### src/rtl/bram_rd_pkg.sv
// bram_rd_pkg: shared FSM state type and limits for the BRAM read streamer
package bram_rd_pkg;
  typedef enum logic [1:0] {RD_IDLE, RD_RUN, RD_DRAIN, RD_DONE} rd_state_e;
  localparam int INFLIGHT_MAX = 2;
endpackage

### src/rtl/stream_fifo_sync.sv
// stream_fifo_sync: synchronous FIFO, output read from registers (no path from push/pop to dout)
module stream_fifo_sync #(
  parameter int WIDTH = 16,
  parameter int DEPTH = 4,
  localparam int PW = (DEPTH <= 1) ? 1 : $clog2(DEPTH),
  localparam int CW = $clog2(DEPTH + 1)
) (
  input  logic             clk,
  input  logic             rst,
  input  logic             push,
  input  logic [WIDTH-1:0] din,
  input  logic             pop,
  output logic [WIDTH-1:0] dout,
  output logic [CW-1:0]    count,
  output logic             empty,
  output logic             full
);
  logic [WIDTH-1:0] mem_q [DEPTH];
  logic [PW-1:0] wr_q, wr_d, rd_q, rd_d;
  logic [CW-1:0] cnt_q, cnt_d;
  logic do_push, do_pop;
  assign empty = cnt_q == '0;
  assign full  = cnt_q == CW'(DEPTH);
  assign count = cnt_q;
  assign dout  = empty ? '0 : mem_q[rd_q];
  always_comb begin
    do_push = push && !full;
    do_pop  = pop && !empty;
    wr_d    = do_push ? ((wr_q == PW'(DEPTH - 1)) ? '0 : wr_q + 1'b1) : wr_q;
    rd_d    = do_pop ? ((rd_q == PW'(DEPTH - 1)) ? '0 : rd_q + 1'b1) : rd_q;
    cnt_d   = cnt_q + CW'(do_push) - CW'(do_pop);
  end
  always_ff @(posedge clk) begin
    if (rst) begin
      wr_q  <= '0;
      rd_q  <= '0;
      cnt_q <= '0;
    end else begin
      wr_q  <= wr_d;
      rd_q  <= rd_d;
      cnt_q <= cnt_d;
    end
    if (do_push) mem_q[wr_q] <= din;
  end
endmodule

### src/rtl/bram_rd_streamer.sv
// bram_rd_streamer: turns {base,len} into a valid/ready word stream from a 1-cycle BRAM.
// Optional m_last output enabled by defining BRAM_RD_LAST_EN.
module bram_rd_streamer
  import bram_rd_pkg::*;
#(
  parameter int DW = 16,
  parameter int DEPTH = 1024,
  parameter int AW = (DEPTH <= 1) ? 1 : $clog2(DEPTH),
  parameter int LW = AW + 1,
  parameter int FIFO_DEPTH = 4
) (
  input  logic          clk,
  input  logic          rst,
  input  logic          start,
  input  logic [AW-1:0] base_addr,
  input  logic [LW-1:0] len,
  output logic          busy,
  output logic          done,
  output logic          b_en,
  output logic [AW-1:0] b_addr,
  input  logic [DW-1:0] b_dout,
  output logic          m_valid,
  input  logic          m_ready,
  output logic [DW-1:0] m_data
`ifdef BRAM_RD_LAST_EN
  ,
  output logic          m_last
`endif
);
  localparam int CW = $clog2(FIFO_DEPTH + 1);
  localparam int IW = $clog2(INFLIGHT_MAX + 1);
`ifdef BRAM_RD_LAST_EN
  localparam int FW = DW + 1;
`else
  localparam int FW = DW;
`endif
  rd_state_e state_q, state_d;
  logic [AW-1:0] addr_q, addr_d;
  logic [LW-1:0] issue_q, issue_d, words_q, words_d;
  logic [IW-1:0] infl_q, infl_d;
  logic rd_vld_q, rd_vld_d;
  logic [CW-1:0] fifo_count;
  logic [FW-1:0] fifo_din, fifo_dout;
  logic fifo_empty, hs, accept;
  assign hs      = m_valid && m_ready;
  assign m_valid = !fifo_empty;
  assign b_addr  = addr_q;
  assign accept  = state_q == RD_IDLE && start;
`ifdef BRAM_RD_LAST_EN
  logic rd_last_q, rd_last_d;
  assign rd_last_d = b_en && issue_q == LW'(1);
  assign fifo_din = {rd_last_q, b_dout};
  assign {m_last, m_data} = fifo_dout;
  always_ff @(posedge clk) rd_last_q <= rst ? 1'b0 : rd_last_d;
`else
  assign fifo_din = b_dout;
  assign m_data   = fifo_dout;
`endif
  always_ff @(posedge clk) begin
    if (rst) begin
      state_q  <= RD_IDLE;
      addr_q   <= '0;
      issue_q  <= '0;
      words_q  <= '0;
      infl_q   <= '0;
      rd_vld_q <= 1'b0;
    end else begin
      state_q  <= state_d;
      addr_q   <= addr_d;
      issue_q  <= issue_d;
      words_q  <= words_d;
      infl_q   <= infl_d;
      rd_vld_q <= rd_vld_d;
    end
  end
  always_comb begin
    state_d = state_q;
    unique case (state_q)
      RD_IDLE:  if (start) state_d = (len == '0) ? RD_DONE : RD_RUN;
      RD_RUN:   if (b_en && issue_q == LW'(1)) state_d = RD_DRAIN;
      RD_DRAIN: if (hs && words_q == LW'(1)) state_d = RD_DONE;
      default:  state_d = RD_IDLE;
    endcase
  end
  // Issue only while buffered plus in-flight words still fit, so backpressure never drops data
  always_comb begin
    busy = state_q != RD_IDLE;
    done = state_q == RD_DONE;
    b_en = state_q == RD_RUN && (int'(fifo_count) + int'(infl_q)) < FIFO_DEPTH;
  end
  always_comb begin
    addr_d   = accept ? base_addr : b_en ? ((addr_q == AW'(DEPTH - 1)) ? '0 : addr_q + 1'b1) : addr_q;
    issue_d  = accept ? len : b_en ? issue_q - 1'b1 : issue_q;
    words_d  = accept ? len : hs ? words_q - 1'b1 : words_q;
    infl_d   = infl_q + IW'(b_en) - IW'(rd_vld_q);
    rd_vld_d = b_en;
  end
  stream_fifo_sync #(.WIDTH(FW), .DEPTH(FIFO_DEPTH)) u_fifo (
    .clk   (clk),
    .rst   (rst),
    .push  (rd_vld_q),
    .din   (fifo_din),
    .pop   (hs),
    .dout  (fifo_dout),
    .count (fifo_count),
    .empty (fifo_empty),
    .full  ()
  );
endmodule
### config.mk
export PLATFORM = sky130hd
export DESIGN_NAME = bram_rd_streamer
export DESIGN_NICKNAME = d
export VERILOG_FILES = /design/src/rtl/bram_rd_pkg.sv /design/src/rtl/stream_fifo_sync.sv /design/src/rtl/bram_rd_streamer.sv
export SDC_FILE = /design/constraint.sdc
export NUM_CORES = 1
export LEC_CHECK = 0
export ABC_AREA = 1
export ABC_CLOCK_PERIOD_IN_PS = 5200
export CAP_MARGIN = 20
export CELL_PAD_IN_SITES_DETAIL_PLACEMENT = 0
export CELL_PAD_IN_SITES_GLOBAL_PLACEMENT = 2
export CORE_MARGIN = 4
export CORE_UTILIZATION = 42
export DETAILED_ROUTE_END_ITERATION = 16
export DONT_BUFFER_PORTS = 1
export GPL_TIMING_DRIVEN = 0
export PLACE_DENSITY = 0.84
export SYNTH_ARGS = -nofsm -noshare
export SYNTH_HDL_FRONTEND = slang
export SYNTH_SLANG_ARGS = --single-unit
### constraint.sdc
create_clock -name clk -period 5.2 [get_ports clk]
set_input_delay 1.04 -clock clk [delete_from_list [all_inputs] [get_ports clk]]
set_output_delay 1.04 -clock clk [all_outputs]
set_load 0.05 [all_outputs]
==> results by group, run 1 <==
Outcome
  • Status: finished clean

Yosys
  • Mapped Nets: 659
  • Post-Synth Adder-Cell Area: 0.0509
  • Area contributors post-synth: edfxtp_1 36%, dfxtp_1 17%, nor2_1 8.3%, nand2_1 6.2%, o21ai_0 4.8%
  • Mux share of post-synthesis cell area: 0
  • Mean post-synth cell area: 8.89 sq um
  • Count leader, synth: nor2_1
  • Main synth FF type: edfxtp_1
  • XOR/XNOR share of the synthesized area: 0.0215
  • Synth Area in Compound Gates: 0.118
  • Synthesized area: 5310 sq um
  • Synth cell count leaders: 117 x nor2_1, 87 x nand2_1, 64 x edfxtp_1
  • Seq/Total Area, Yosys: 0.536
  • Number of synthesized flops with an enable pin: 64
  • Synth Area in Simple Gates: 0.209
  • Largest family of logic cells by synthesized area: simple AND/OR/NAND/NOR gates
  • Async set-reset flop share out of synthesis: 0
  • Seq cells post-synth: 110
  • Gate Count Post-Synth: 597
  • Post-synth top area cell: edfxtp_1
  • Yosys top cell area share: 0.362
  • Yosys warns: 0
  • Distinct cells, synth: 41

Clocking
  • Clk slew on worst S/H paths: 0.07 ns
  • H-tree level count: 3
  • CTS buffer count: 9
  • Hold buffers post-CTS: 0
  • Post-CTS Resized: 0
  • Clock sink count: 110
  • Setup Fix Bufs, Post-CTS: 0
  • Skew-Pair Late Insertion Delay: 0.36 ns
  • TritonCTS clock tree: built
  • Clock Tree Root: clkbuf_16
  • Max clock buf depth: 2

Placement
  • DP Wirelength: 9230 um
  • Placer Congestion: 0.806
  • Port bufs: 0

Timing
  • Clock skew: 0.00862 ns
  • Max Clock Freq: 273 MHz
  • Fin Setup TNS: 0 ns
  • Max Slew Vio Count: 0
  • Final hold violation count: 0
  • Final period util: 0.705
  • Final setup fails: 0
  • RSZ-0062 raised after global routing: false
  • Post-layout minimum cycle time: 3.66 ns
  • Worst Tran Pin Value: 1.13 ns
  • Rel. slew slack: 0.248

Global routing
  • Largest net degree at the start of global routing: 19
  • First-pass GRT wire length: 20600 um
  • Grt total ovfl: 0
  • Vias in the first global route: 3906
  • Initial antenna violation count: 0
  • Total GRT Usage: 0.185

Detailed routing
  • Drt via density: 5.08
  • WL final: 13100 um
  • DR iter-0 viols: 267
  • # DRC: 0
  • DR WL/cell: 16.7 um
  • Vias post-DR: 3971
  • Antenna-violating nets left: 0
  • First-pass detailed-route iteration total: 5

Pwr
  • Reg power frac: 0.346
  • Worst vdd ir: 0.000194 V
  • Switching Share: 0.466
  • Logic pwr share: 0.440
  • Net load switching power: 1.63 mW
  • Lkg Pwr: 2.31 nW
  • Clk pwr share: 0.214
  • Cell internal pwr: 1.87 mW
  • Power Density: 598 nW/um^2

Die
  • Core Rows: 40
  • I/O pin cnt: 71
  • Core ar.: 12200 sq um
  • DIE AREA: 14500 sq um
  • Die width: 120 um
  • Initial Utilization: 0.435
  • Die height: 120 um

Finish
  • Multi-input logic area: 2130 sq um
  • Final-stage net count: 671
  • Core Util, Final: 0.480
  • Sequential Area: 2840 sq um
  • P&R area growth vs syn: 10.5%
  • Layout cells sized above 1: 0.0863
  • Antenna Cells: 0
  • Fillers: 1202

Worst setup path
  • WS Path Type: register to primary output
  • CP Max Fanout: 10
  • Startpoint types: register
  • CP required: 4.16 ns
  • CP endpoint kind: primary output
  • Arr. time, crit path: 2.62 ns

Run
  • Max Cap Violations: 0

Worst hold path
  • Worst Hold Class: register to register
==> registers in the layout, summed over array words and instances (netlist names), named ones only <==
register / count
u_fifo.count: 3
b_addr: 10
u_fifo.mem_q: 64
infl_q: 2
state_q: 2
issue_q: 11
u_fifo.wr_q: 2
rd_vld_q: 1
u_fifo.rd_q: 2
words_q: 11
==> stage by stage <==
step	hold slack (ns)	area (sq um)	total power, mW	setup slack (ns)	cells
2_1_floorplan	0.454	5310	2.47	2.29	597
3_3_place_gp	0.470	5520	2.76	1.88	765
3_5_place_dp	0.477	5540	2.78	1.88	766
4_1_cts	0.488	5860	3.54	1.48	782
5_1_grt	0.520	5860	3.75	1.42	782
6_report	0.486	5860	3.51	1.54	782
==> cell families (layout without fill, tap and decap cells) <==
logic type      after synthesis  after routing
simple gates                255            255
compound gates              114            114
flops                       110            110
buf+inv                      84            101
fa+ha+maj                    21             21
xor+xnor                     13             13
==> final cells by class <==
class                      count  share of cell area
buffer                        20              0.0175
tap                          168              0.0359
timing repair buffer           1             0.00256
clock inverter                 6              0.0156
inverter                      64              0.0418
clock buffer                  10              0.0391
multi-input combinational    403               0.363
sequential                   110               0.485
==> worst paths after layout <==
path / startpoint / to / slack, ns / cells past startpoint
setup reg to reg: u_fifo.count[1] / u_fifo.count[2] / 2.82 / 12
setup / recovery: u_fifo.count[1] / m_data[8] / 1.54 / 5
hold reg to reg: issue_q[7] / issue_q[7] / 0.49 / 2
hold / removal: issue_q[7] / issue_q[7] / 0.49 / 2
==> per-layer routing <==
metal	global-route usage	wire length [um]
met1	0.225	5580
met2	0.326	6610
met3	0.0360	671
met4	0.0659	224
met5	0	0
==> power groups by stage <==
stage | clock, mW | sequential, mW | combinational (mW)
finish | 0.750 | 1.21 | 1.54
global route | 0.799 | 1.23 | 1.71
CTS | 0.767 | 1.22 | 1.56
detailed placement | 0 | 1.23 | 1.55
global placement | 0 | 1.23 | 1.53
floorplan | 0 | 1.21 | 1.26
==> layout by cell type (no fill, tap or decap), types with 2 or more instances in the layout <==
master and count:
ha_1 20, a31oi_1 12, buf_2 7, nand2_4 2
inv_2 5, a21oi_1 37, dfxtp_1 46, o211ai_1 2
nor3_1 2, bufinv_16 2, o22ai_1 2, clkbuf_16 9
nor2_1 113, inv_1 57, buf_6 2, inv_4 2
inv_6 2, o21ai_0 51, nand3b_1 2, nand4_1 4
nand2_1 87, nand3_1 28, nor2_8 2, nand2_2 2
a211oi_1 2, clkbuf_1 11, edfxtp_1 64, nor2_2 8
xor2_1 13
==> critical path: stages, from the launching register on <==
cell	delay, ns
dfxtp_1	0.43
nor2_2	0.07
nand2_2	0.27
inv_1	0.23
clkbuf_1	0.33
a21oi_1	0.94
Note: power is estimated with default switching activity, not from simulation.
==> run 2, diff against run 1 <==
--- a/config.mk
+++ b/config.mk
@@ -6,16 +6,16 @@
 export NUM_CORES = 1
 export LEC_CHECK = 0
 export ABC_AREA = 1
-export ABC_CLOCK_PERIOD_IN_PS = 5200
+export ABC_CLOCK_PERIOD_IN_PS = 3500
 export CAP_MARGIN = 20
 export CELL_PAD_IN_SITES_DETAIL_PLACEMENT = 0
 export CELL_PAD_IN_SITES_GLOBAL_PLACEMENT = 2
 export CORE_MARGIN = 4
-export CORE_UTILIZATION = 42
+export CORE_UTILIZATION = 39
 export DETAILED_ROUTE_END_ITERATION = 16
 export DONT_BUFFER_PORTS = 1
 export GPL_TIMING_DRIVEN = 0
-export PLACE_DENSITY = 0.84
+export PLACE_DENSITY = 0.78
 export SYNTH_ARGS = -nofsm -noshare
 export SYNTH_HDL_FRONTEND = slang
 export SYNTH_SLANG_ARGS = --single-unit
==> constraint.sdc (replaced) <==
create_clock -name clk -period 3.5 [get_ports clk]
set_input_delay 0.7 -clock clk [delete_from_list [all_inputs] [get_ports clk]]
set_output_delay 0.7 -clock clk [all_outputs]
set_load 0.05 [all_outputs]
==> results by group, run 2 (same netlist as run 1, synthesis figures left out) <==
Finish
  • Fillers: 1300 (+8.2%)
  • Largest register by flop count: u_fifo.mem_q
  • P&R area growth vs syn: 10.8%
  • Commonest cells after routing, fill and taps aside: 113 x nor2_1, 87 x nand2_1, 64 x edfxtp_1
  • Multi-input logic area: 2130 sq um (unchanged)
  • Max FFs per register: 64 (unchanged)
  • Final std cells w/o fill: 791 (+1.2%)
  • Antenna Cells: 0 (unchanged)
  • Commonest non-fill, non-tap cell in the layout: nor2_1
  • Top flop regs: u_fifo.mem_q (64), issue_q (11), words_q (11)
  • Layout cells sized above 1: 0.0894 (+0.00311)
  • Final-stage net count: 672 (+0.15%)
  • Sequential Area: 2840 sq um (unchanged)

Global routing
  • Initial antenna violation count: 0 (unchanged)
  • Vias in the first global route: 3810 (-2.5%)
  • First-pass GRT wire length: 20200 um (-2.4%)
  • Total GRT Usage: 0.166 (-0.0187)
  • Largest net degree at the start of global routing: 20 (+1)
  • Grt total ovfl: 0 (unchanged)

Die
  • Core ar.: 13300 sq um (+8.9%)
  • I/O pin cnt: 71 (unchanged)
  • Core Rows: 42 (+5.0%)
  • Die width: 125 um (+3.5%)
  • Initial Utilization: 0.399 (-0.0354)
  • Die height: 125 um (+3.5%)
  • DIE AREA: 15500 sq um (+7.2%)

Worst setup path
  • CP Max Fanout: 10 (unchanged)
  • CP endpoint kind: primary output
  • CP required: 2.80 ns (-1.36 ns)
  • Startpoint types: register
  • WS Path Type: register to primary output
  • Arr. time, crit path: 2.65 ns (+0.03 ns)

Detailed routing
  • WL final: 12800 um (-2.0%)
  • WL met3: 789 um (+18%)
  • DR iter-0 viols: 181 (-32%)
  • DR WL/cell: 16.2 um (-3.1%)
  • Drt via density: 4.87 (-4.0%)
  • Antenna-violating nets left: 0 (unchanged)
  • Detail Route met2 WL: 6590 um (-0.39%)
  • First-pass detailed-route iteration total: 4 (-1)
  • M1 wire length: 5310 um (-4.9%)
  • DR top layer: met4
  • # DRC: 0 (unchanged)
  • Vias post-DR: 3856 (-2.9%)

Timing
  • Rel. slew slack: 0.253 (+0.00437)
  • Post-layout minimum cycle time: 3.35 ns
  • Hold WS: 0.439 ns (-0.0478 ns)
  • Max Slew Vio Count: 0 (unchanged)
  • Fin Setup TNS: 0 ns (unchanged)
  • Final period util: 0.957
  • Final hold violation count: 0 (unchanged)
  • Final setup fails: 0 (unchanged)
  • Worst Tran Pin Value: 1.12 ns (-0.00658 ns)
  • Clock skew: 0.00744 ns (-0.00119 ns)
  • Max Clock Freq: 299 MHz
  • RSZ-0062 raised after global routing: false

Pwr
  • Power Density: 876 nW/um^2 (+47%)
  • Total Power: 5.15 mW (+47%)
  • Lkg Pwr: 2.31 nW (about the same)
  • Worst vdd ir: 0.000272 V (+40%)

Clocking
  • Skew-Pair Late Insertion Delay: 0.35 ns (about the same)
  • Clock Tree Root: clkbuf_16
  • H-tree level count: 3 (unchanged)
  • CTS buffer count: 9 (unchanged)
  • Post-CTS Resized: 0 (unchanged)
  • TritonCTS clock tree: built
  • Hold buffers post-CTS: 0 (unchanged)
  • Clock sink count: 110 (unchanged)
  • Setup Fix Bufs, Post-CTS: 0 (unchanged)
  • Max clock buf depth: 2 (unchanged)
  • Clk slew on worst S/H paths: 0.07 ns (about the same)

Outcome
  • Status: finished clean

Run
  • Max Cap Violations: 0 (unchanged)

Placement
  • Port bufs: 0 (unchanged)
  • DP Wirelength: 9210 um (-0.23%)
  • Total placed cells including tap cells: 775 (+1.2%)
  • Placer Congestion: 0.821 (+1.8%)

Worst hold path
  • Worst Hold Class: input pin to register
-- run 2: changes by cell type in the layout (fill, tap and decap cells not counted) --
cell	before	now
bufinv_16	2	1
clkbuf_8	0	1
inv_6	2	4
clkbuf_1	11	10
buf_8	1	2
clkinvlp_4	0	1
clkinv_4	1	0
clkinv_2	1	0
-- run 2: report_power, final --
| part | switching [mW] | internal, mW | leakage, nW | total, mW |
|---|---|---|---|---|
| registers | 0.236 | 1.57 | 0.955 | 1.80 |
| logic | 1.70 | 0.582 | 1.20 | 2.28 |
| clock network | 0.480 | 0.585 | 0.151 | 1.07 |
-- run 2: per-stage QoR --
step | area, sq um | utilization | setup slack [ns]
after floorplan | 5310 | - | 0.928
final | 5880 | 0.442 | 0.152
after global placement | 5530 | 0.416 | 0.513
after detailed placement | 5570 | 0.419 | 0.486
after global routing | 5880 | 0.442 | 0.0463
after CTS | 5880 | 0.442 | 0.0884
-- run 2: worst max-delay path, cell delays in order (launching register included) --
cell and delay [ns]:
dfxtp_1 0.44, nor2_2 0.07, nand2_2 0.28, inv_1 0.24, clkbuf_1 0.33, a21oi_1 0.94
-- run 2: cell type report --
type | count | area share
flip-flops and latches | 110 | 0.484
multi-input cells | 403 | 0.362
inverters | 64 | 0.0417
clock buffers | 10 | 0.0406
well taps | 176 | 0.0375
plain buffers | 20 | 0.0175
clock inverters | 6 | 0.0123
repair buffers | 2 | 0.00511
-- run 2: per-layer routing --
| metal | global-route usage | vias up |
|---|---|---|
| li1 | - | 2008 |
| met1 | 0.192 | 1770 |
| met2 | 0.296 | 66 |
| met3 | 0.0502 | 12 |
| met4 | 0.0503 | 0 |
| met5 | 0 | - |
-- run 2: worst paths after layout --
| check | from | endpoint | slack (ns) | cells after the start |
|---|---|---|---|---|
| min | b_dout[3] | u_fifo.mem_q[2][3] | 0.44 | 0 |
| max reg2reg | u_fifo.count[1] | u_fifo.count[2] | 1.07 | 12 |
| max | u_fifo.count[1] | m_data[5] | 0.15 | 5 |
| min reg2reg | issue_q[7] | issue_q[7] | 0.49 | 2 |
